==> config.mk <==
export PLATFORM = sky130hd
export DESIGN_NAME = counter_mode_sequencer
export DESIGN_NICKNAME = d
export VERILOG_FILES = /design/src/rtl/counter_pkg.sv /design/src/rtl/up_down_counter.sv /design/src/rtl/counter_mode_sequencer.sv
export SDC_FILE = /design/constraint.sdc
export NUM_CORES = 1
export LEC_CHECK = 0
export ABC_AREA = 1
export CORE_MARGIN = 3
export CORE_UTILIZATION = 50
export CTS_CLUSTER_DIAMETER = 120
export DETAILED_ROUTE_END_ITERATION = 6
export PLACE_DENSITY = 0.82
export SLEW_MARGIN = 15
export SYNTH_ARGS = -nofsm -noshare
export SYNTH_HDL_FRONTEND = slang
export SYNTH_SLANG_ARGS = --single-unit
==> constraint.sdc <==
create_clock -name clk -period 2 [get_ports clk]
set_input_delay 0.2 -clock clk [delete_from_list [all_inputs] [get_ports clk]]
set_output_delay 0.2 -clock clk [all_outputs]
set_load 0.05 [all_outputs]
==> src/rtl/counter_pkg.sv <==
// Shared definitions for the up/down counter run-control slice:
// mode encodings, sequencer states and default widths.
package counter_pkg;

  localparam int WIDTH_DEF   = 4;
  localparam int PRESC_W_DEF = 16;

  localparam logic [1:0] MODE_UP_WRAP   = 2'b00;
  localparam logic [1:0] MODE_DOWN_WRAP = 2'b01;
  localparam logic [1:0] MODE_PING_PONG = 2'b10;
  localparam logic [1:0] MODE_ONE_SHOT  = 2'b11;

  typedef enum logic {
    IDLE = 1'b0,
    RUN  = 1'b1
  } seq_state_t;

endpackage

==> src/rtl/up_down_counter.sv <==
// Plain loadable up/down counter; all bound handling lives in the sequencer.
module up_down_counter #(
  parameter int WIDTH = 4
) (
  input  logic             clk,
  input  logic             rst,
  input  logic             load,
  input  logic [WIDTH-1:0] load_val,
  input  logic             en,
  input  logic             up,
  output logic [WIDTH-1:0] q
);

  logic [WIDTH-1:0] q_q;

  always_ff @(posedge clk or posedge rst) begin
    if (rst) begin
      q_q <= '0;
    end else if (load) begin
      q_q <= load_val;
    end else if (en) begin
      q_q <= up ? q_q + WIDTH'(1) : q_q - WIDTH'(1);
    end
  end

  assign q = q_q;

endmodule

==> src/rtl/counter_mode_sequencer.sv <==
// Run-control for the 4-bit up/down counter: latches config on start, divides
// the clock into step ticks and steers the sub-counter per count mode.
module counter_mode_sequencer
  import counter_pkg::*;
#(
  parameter int WIDTH   = WIDTH_DEF,
  parameter int PRESC_W = PRESC_W_DEF
) (
  input  logic               clk,
  input  logic               rst,
  input  logic               start,
  input  logic               stop,
  input  logic [1:0]         mode,
  input  logic [WIDTH-1:0]   lo,
  input  logic [WIDTH-1:0]   hi,
  input  logic [PRESC_W-1:0] presc,
  output logic [WIDTH-1:0]   count,
  output logic               dir,
  output logic               busy,
  output logic               wrap,
  output logic               done,
  output logic               cfg_err
);

  seq_state_t         state_q, state_d;
  logic [1:0]         mode_q, mode_d;
  logic [WIDTH-1:0]   lo_q, lo_d;
  logic [WIDTH-1:0]   hi_q, hi_d;
  logic [PRESC_W-1:0] presc_q, presc_d;
  logic [PRESC_W-1:0] pcnt_q, pcnt_d;
  logic               dir_q, dir_d;
  logic               wrap_q, wrap_d;
  logic               done_q, done_d;
  logic               cfg_err_q, cfg_err_d;

  logic               cnt_load;
  logic [WIDTH-1:0]   cnt_load_val;
  logic               cnt_en;
  logic               cnt_up;
  logic [WIDTH-1:0]   count_q;
  logic               tick;

  up_down_counter #(.WIDTH(WIDTH)) u_counter (
    .clk      (clk),
    .rst      (rst),
    .load     (cnt_load),
    .load_val (cnt_load_val),
    .en       (cnt_en),
    .up       (cnt_up),
    .q        (count_q)
  );

  assign tick = (pcnt_q == presc_q);

  always_ff @(posedge clk or posedge rst) begin
    if (rst) begin
      state_q   <= IDLE;
      mode_q    <= '0;
      lo_q      <= '0;
      hi_q      <= '0;
      presc_q   <= '0;
      pcnt_q    <= '0;
      dir_q     <= 1'b1;
      wrap_q    <= 1'b0;
      done_q    <= 1'b0;
      cfg_err_q <= 1'b0;
    end else begin
      state_q   <= state_d;
      mode_q    <= mode_d;
      lo_q      <= lo_d;
      hi_q      <= hi_d;
      presc_q   <= presc_d;
      pcnt_q    <= pcnt_d;
      dir_q     <= dir_d;
      wrap_q    <= wrap_d;
      done_q    <= done_d;
      cfg_err_q <= cfg_err_d;
    end
  end

  // stop always takes precedence, so a stop cycle never steps or pulses
  always_comb begin
    state_d      = state_q;
    mode_d       = mode_q;
    lo_d         = lo_q;
    hi_d         = hi_q;
    presc_d      = presc_q;
    pcnt_d       = pcnt_q;
    dir_d        = dir_q;
    wrap_d       = 1'b0;
    done_d       = 1'b0;
    cfg_err_d    = cfg_err_q;
    cnt_load     = 1'b0;
    cnt_load_val = count_q;
    cnt_en       = 1'b0;
    cnt_up       = dir_q;

    case (state_q)
      IDLE: begin
        if (start && !stop) begin
          if (lo > hi) begin
            cfg_err_d = 1'b1;
          end else begin
            mode_d       = mode;
            lo_d         = lo;
            hi_d         = hi;
            presc_d      = presc;
            cfg_err_d    = 1'b0;
            cnt_load     = 1'b1;
            cnt_load_val = (mode == MODE_DOWN_WRAP) ? hi : lo;
            dir_d        = (mode != MODE_DOWN_WRAP);
            pcnt_d       = '0;
            state_d      = RUN;
          end
        end
      end
      RUN: begin
        if (stop) begin
          state_d = IDLE;
        end else begin
          pcnt_d = tick ? '0 : pcnt_q + PRESC_W'(1);
          if (tick) begin
            case (mode_q)
              MODE_UP_WRAP: begin
                if (count_q == hi_q) begin
                  cnt_load     = 1'b1;
                  cnt_load_val = lo_q;
                  wrap_d       = 1'b1;
                end else begin
                  cnt_en = 1'b1;
                  cnt_up = 1'b1;
                end
              end
              MODE_DOWN_WRAP: begin
                if (count_q == lo_q) begin
                  cnt_load     = 1'b1;
                  cnt_load_val = hi_q;
                  wrap_d       = 1'b1;
                end else begin
                  cnt_en = 1'b1;
                  cnt_up = 1'b0;
                end
              end
              // A single-value window cannot move, so it just flips direction
              MODE_PING_PONG: begin
                cnt_en = 1'b1;
                if (lo_q == hi_q) begin
                  cnt_en = 1'b0;
                  dir_d  = ~dir_q;
                  wrap_d = 1'b1;
                end else if (dir_q && (count_q == hi_q)) begin
                  cnt_up = 1'b0;
                  dir_d  = 1'b0;
                  wrap_d = 1'b1;
                end else if (!dir_q && (count_q == lo_q)) begin
                  cnt_up = 1'b1;
                  dir_d  = 1'b1;
                  wrap_d = 1'b1;
                end
              end
              default: begin
                if (count_q == hi_q) begin
                  done_d  = 1'b1;
                  state_d = IDLE;
                end else begin
                  cnt_en = 1'b1;
                  cnt_up = 1'b1;
                end
              end
            endcase
          end
        end
      end
      default: state_d = IDLE;
    endcase
  end

  assign count   = count_q;
  assign dir     = dir_q;
  assign busy    = (state_q == RUN);
  assign wrap    = wrap_q;
  assign done    = done_q;
  assign cfg_err = cfg_err_q;

endmodule
* Word level (Yosys, flattened, before mapping) *
Index checks and enable logic that the tools add are counted.

operators by class
  add/sub/neg operators = 3
  magnitude comparators = 1
  equality and inequality tests = 20
  mux-type cells = 64
  bitwise gates (word level) = 3
  reductions and logical operators = 13

operator list
  cell                                                  count
  2-to-1 mux 16 bit                                     4
  2-to-1 mux 1 bit                                      40
  2-to-1 mux 4 bit                                      10
  one-hot mux 16 bit (2 select lines)                   1
  adder 16 x 1 -> 16 bit (second input constant)        1
  equality test 16 bit                                  1
  one-hot mux 4 bit (2 select lines)                    2
  equality test 4 bit                                   3
  one-hot mux 1 bit (2 select lines)                    6
  != test 3 bit (second input constant)                 3
  != test 4 bit (second input constant)                 2
  AND reduction 8 bit                                   1
  != test 2 x 1 -> 1 bit (second input constant)        3
  != test 2 bit (second input constant)                 3
  AND reduction 3 bit                                   2
  AND reduction 5 bit                                   1
  adder 4 x 1 -> 4 bit (second input constant)          1
  equality test 2 x 1 -> 1 bit (second input constant)  2
  > comparator 4 bit                                    1
  != test 4 x 2 -> 1 bit (second input constant)        1
  subtractor 4 x 1 -> 4 bit (second input constant)     1
  logical AND 1 bit                                     3
  != test 3 x 2 -> 1 bit (second input constant)        1
  inverter 1 bit                                        3
  other kinds (7)                                       8

storage, ports and cells
  register bits after elaboration = 51
  input port bits = 30
  output and inout port bits = 9

* Longest topological paths before layout *
  depth in word-level cells = 12
  gate-level depth with buffers = 19
  gate-level depth less buffers = 19

* By module *
A second synthesis with hierarchy kept.

unflattened totals
  cell total of the unflattened synthesis = 499
  area total of the unflattened synthesis = 3435.8 um^2

modules (own cells, without submodules)
  module                  times used  cells each  area each (um^2)  seq. area each (um^2)
  counter_mode_sequencer  1           461         3141.8            1177.4
  up_down_counter         1           38          294.0             100.1

* Least setup slack after synthesis *
No wires, ideal clock.

  path type = reg-to-reg
  start point = register u_counter.q_q[1] (netlist: u_counter.q[1])
  end point = register u_counter.q_q[3] (netlist: u_counter.q[3])
  setup time = 0.078 ns
  arrival = 2.487 ns
  slack = -0.565 ns
  stages on the path, launching flop included = 19
  buffers on the path = 0
  period minus slack after synthesis = 2.565 ns
  path through = dfrtp_1 inv_1 nand2_1 nand2_1 nor2_1 nand3_1 nand3_1 nand2_1 nand3_2 nand2_2 ha_1 a21oi_1 nand2_1 xor2_1 inv_1 nand3_1 nand2_1 nand2_1 a21oi_1

between the ends
  longest elaborated chain between the ends = 12

RTL lines
  what                                RTL line                                                      source
  from (decl)                         up_down_counter.sv:14                                         logic [WIDTH-1:0] q_q;
  from (signal assigned)              up_down_counter.sv:20                                         q_q <= load_val;
  from (signal assigned)              up_down_counter.sv:22                                         q_q <= up ? q_q + WIDTH'(1) : q_q - WIDTH'(1);
  equality test 4 bit                 counter_mode_sequencer.sv:135, counter_mode_sequencer.sv:155
  logical AND 1 bit                   counter_mode_sequencer.sv:155                                 end else if (!dir_q && (count_q == lo_q)) begin
  2-to-1 mux 1 bit (2 in series)      -
  2-to-1 mux 1 bit                    counter_mode_sequencer.sv:147                                 if (lo_q == hi_q) begin
  one-hot mux 1 bit (2 select lines)  counter_mode_sequencer.sv:123                                 case (mode_q)
  2-to-1 mux 1 bit                    counter_mode_sequencer.sv:122                                 if (tick) begin
  2-to-1 mux 1 bit                    counter_mode_sequencer.sv:118                                 if (stop) begin
  2-to-1 mux 1 bit                    counter_mode_sequencer.sv:98                                  case (state_q)
  2-to-1 mux 4 bit                    up_down_counter.sv:22
  2-to-1 mux 4 bit                    up_down_counter.sv:21                                         end else if (en) begin
  2-to-1 mux 4 bit                    up_down_counter.sv:19                                         end else if (load) begin

Several ways; a longest one is shown, not always the timed one. The select of a mux whose other input is x is not followed.
A chain may end at the register's enable or synchronous reset.

* Worst setup path in the final report *
  start point = register pcnt_q[3]
  end point = register u_counter.q_q[3] (netlist: u_counter.q[3])

between the ends
  longest elaborated chain between the ends = 7

RTL lines
  what                                                                         RTL line                      source
  from (decl)                                                                  counter_mode_sequencer.sv:30  logic [PRESC_W-1:0] pcnt_q, pcnt_d;
  from (signal assigned)                                                       counter_mode_sequencer.sv:73  pcnt_q <= pcnt_d;
  equality test 16 bit (*)                                                     counter_mode_sequencer.sv:53  assign tick = (pcnt_q == presc_q);
  parallel branches: the longest is 6 deep, another holds AND reduction 8 bit  -

Mark *: on every way between the ends. The select of a mux whose other input is x is not followed.

==> results_dict.tcl <==
set metrics [dict create \
    status "finished, violations left" \
    violations "negative setup slack" \
    root_buffer "clkbuf_8" \
    dp_cells 668 \
    critical_path.top_delay_family "simple AND/OR/NAND/NOR gates" \
    grt_setup_unrepaired "yes" \
    place_hpwl_um 6949 \
    drtIter0Drc 331 \
    htreeDepth 2 \
    setup_slack_ns -0.4193 \
    crit_chain "xor2_1 > nor2_1 > nand2_2 > nor2_4 > nand2_4 > nor2_4 > nand3_2 > nand2_4 > ha_4 > a21oi_2 > nand2_1 > xor2_1 > inv_1 > nand3_1 > nand2_1 > nand2_1 > a21oi_1" \
    slew_headroom_pct 66.10 \
    first_global_vias 3421 \
    dr.pass1.iters 5 \
    worstPathRequired_ns 2.24 \
    tightest_slew_ns 0.5068 \
    grt_use_total_pct 25.97 \
    initial_core_util_pct 53.18 \
    skew_ns 0.009252 \
    critPathMaxFanout 4 \
    drc 0 \
    routed_via_density 5.360 \
    crit_path_end_kind "flip-flop" \
    setup_viol 3 \
    antenna_found_initial 0 \
    cts_buffer_depth 2 \
    ys_seq_area_share_pct 39.18 \
    nFillCells 405 \
    yosys_warnings 0 \
    ctsHoldBuffers 0 \
    clock_sinks 51 \
    die_area_um2 7526 \
    wl_per_cell_um 14.16 \
    netlist_instances 470 \
    numCtsBuffers 5 \
    fin_cells 681 \
    synth_area_um2 3261 \
    clkTransAtPathRegs_ns 0.09 \
    die_height_um 86.76 \
    row_count 28 \
    fmax_mhz 413.3 \
    drive_gt1_share_pct 26.73 \
    overflow 0 \
    cap_violations 0 \
    crit_path_frequent_cell "nand2_1" \
    finalCriticalPeriod_ns 2.419 \
    antenna_cells 0 \
    area_growth_pct 43.44 \
    tritoncts "built" \
    leakagePower_nw 2.356 \
    core_area_um2 6131 \
    boundaryPins 39 \
    seqCellArea_um2 1284 \
    num_vias 3650 \
    clk_latency_ns 0.32 \
    holdWs_ns 0.2274 \
    nets 647 \
    ys_ff_latch 51 \
    finalCritPeriodShare_pct 121.0 \
    grt_max_degree 52 \
    postRouteAntennaNets 0 \
    routed_wl_um 9646 \
    powerDensity_nw_per_um2 1035 \
    path_buf_inv 1 \
    yosys.cell_types.count 30 \
    globalplace.congestion 0.9122 \
    finalMaxSlewViolations 0 \
    synth_nets 512 \
    grt_pass1_wl_um 15510 \
    fp.dieW_um 86.76 \
    finalHoldViolCount 0 \
    crit_type "flip-flop to flip-flop" \
    crit_path_max_incr_delay_ns 0.40 \
    min_path_type "input port to async pin" \
    startpoint_type "flip-flop" \
    avgSynthCellArea_um2 6.938 \
    cp_slowest_cell "dfrtp_1" \
    vdd.ir_drop.worst_mv 0.7606 \
    arrival_ns 2.66 \
    io_buffer_count 38 \
    multi_input_area_um2 1768 \
]
==> where the power goes <==
part | internal [mW] | switching, mW
Clock | 0.500 | 0.356
Sequential | 1.27 | 0.191
Combinational | 1.12 | 1.41
==> cells in the final DEF, fill, tap and decap left out, types with 6 or more instances in the layout <==
cell type          n
o21ai_1            6
buf_4             95
nand3_1           19
nand2_1          142
nand4_1            9
inv_1             61
clkdlybuf4s50_1   38
o21ai_0           39
nand2_2            8
a21oi_1           19
nor2_1            35
ha_1              10
inv_2             12
nor2_2            13
dfrtp_1           45
==> Yosys cell counts <==
cell | n | area, um^2
o211ai_1 | 4 | 30.03
dfstp_2 | 1 | 26.28
nand2_4 | 2 | 22.52
o21ai_1 | 1 | 5.000
a21oi_1 | 20 | 100.1
clkbuf_1 | 3 | 11.26
buf_2 | 4 | 20.02
dfrtp_1 | 50 | 1251
nand3_2 | 2 | 20.02
o21ai_0 | 46 | 230.2
ha_1 | 11 | 137.6
nor3_1 | 5 | 25.02
fa_1 | 1 | 20.02
and3_1 | 2 | 12.51
nor2_2 | 3 | 18.77
nor3b_1 | 2 | 15.01
nor2_4 | 3 | 33.78
xor2_1 | 5 | 43.79
nand4_1 | 9 | 56.30
a211oi_1 | 2 | 15.01
nor4_1 | 1 | 6.260
nand3b_1 | 1 | 7.510
inv_1 | 65 | 244.0
nor3_2 | 1 | 10.01
nor2_1 | 45 | 168.9
nand2_2 | 8 | 50.05
inv_2 | 8 | 30.03
nand3_1 | 20 | 100.1
nand2_1 | 144 | 540.5
o21ai_2 | 1 | 8.760
==> stage by stage <==
step	cell area [um^2]	TNS, ns	worst slack (ns)	total power [mW]	util, %
after floorplan	3286	-0.7476	-0.2915	2.812	-
after global placement	4432	-2.462	-0.2814	3.722	72.29
after detailed placement	4432	-3.402	-0.3445	3.821	72.29
after CTS	4589	-0.8512	-0.3410	4.695	74.86
after global routing	4677	-1.471	-0.5645	5.162	76.29
final	4677	-1.042	-0.4193	4.841	76.29
==> cell families (layout without fill, tap and decap cells) <==
family                   after synthesis  after routing  synth area share [%]
AND/OR/NAND/NOR                      248            248                 33.35
AO/OA/AOI/OAI                         74             74                 11.93
buffers and inverters                 80            216                 9.363
flip-flops                            51             51                 39.18
adder cells (fa/ha/maj)               12             12                 4.835
XOR/XNOR                               5              5                 1.343
==> sequential cells by signal, summed over array words and instances, names as in the netlist <==
| signal | cells |
|---|---|
| mode_q | 2 |
| cfg_err | 1 |
| hi_q | 4 |
| wrap | 1 |
| done | 1 |
| lo_q | 4 |
| busy | 1 |
| pcnt_q | 16 |
| dir | 1 |
| presc_q | 16 |
| u_counter.q | 4 |
==> timing repair <==
item | CTS | global route
endpoints found under the setup margin | 3 | 12
pin swaps | 2 | 9
buffers inserted | 2 | 3
resized for setup | 3 | 24
==> routing by layer <==
| layer | share of wire (%) | GRT usage, % | vias up | routed length [um] |
|---|---|---|---|---|
| li1 | - | - | 1757 | - |
| met1 | 41 | 33.94 | 1704 | 3938 |
| met2 | 50 | 44.65 | 159 | 4850 |
| met3 | 6.4 | 3.232 | 30 | 617 |
| met4 | 2.5 | 8.357 | 0 | 240 |
| met5 | 0 | 0 | - | 0 |
==> final timing paths <==
path | start | endpoint | slack, ns | cells past startpoint
worst min-delay path | rst | presc_q[0] | 0.23 | 3
worst min register to register | cfg_err | cfg_err | 0.52 | 2
worst max register to register | pcnt_q[3] | u_counter.q[3] | -0.42 | 17
min in group clk | presc[8] | presc_q[8] | 0.44 | 3
worst max-delay path | pcnt_q[3] | u_counter.q[3] | -0.42 | 17
max in group asynchronous | rst | dir | 1.46 | 3
==> cell type report <==
type | instances | share of cell area (%)
Clock buffer | 6 | 1.552
Clock inverter | 2 | 1.284
Inverter | 73 | 5.859
Multi-Input combinational cell | 339 | 37.80
Sequential cell | 51 | 27.45
Tap cell | 75 | 2.006
Timing Repair Buffer | 135 | 24.05
==> tightest hold or removal path, cell delays in order <==
cell             delay [ns]
clkdlybuf4s50_1        0.41
inv_2                  0.07
buf_12                 0.25
No activity file was read; power rests on OpenSTA's default activity.
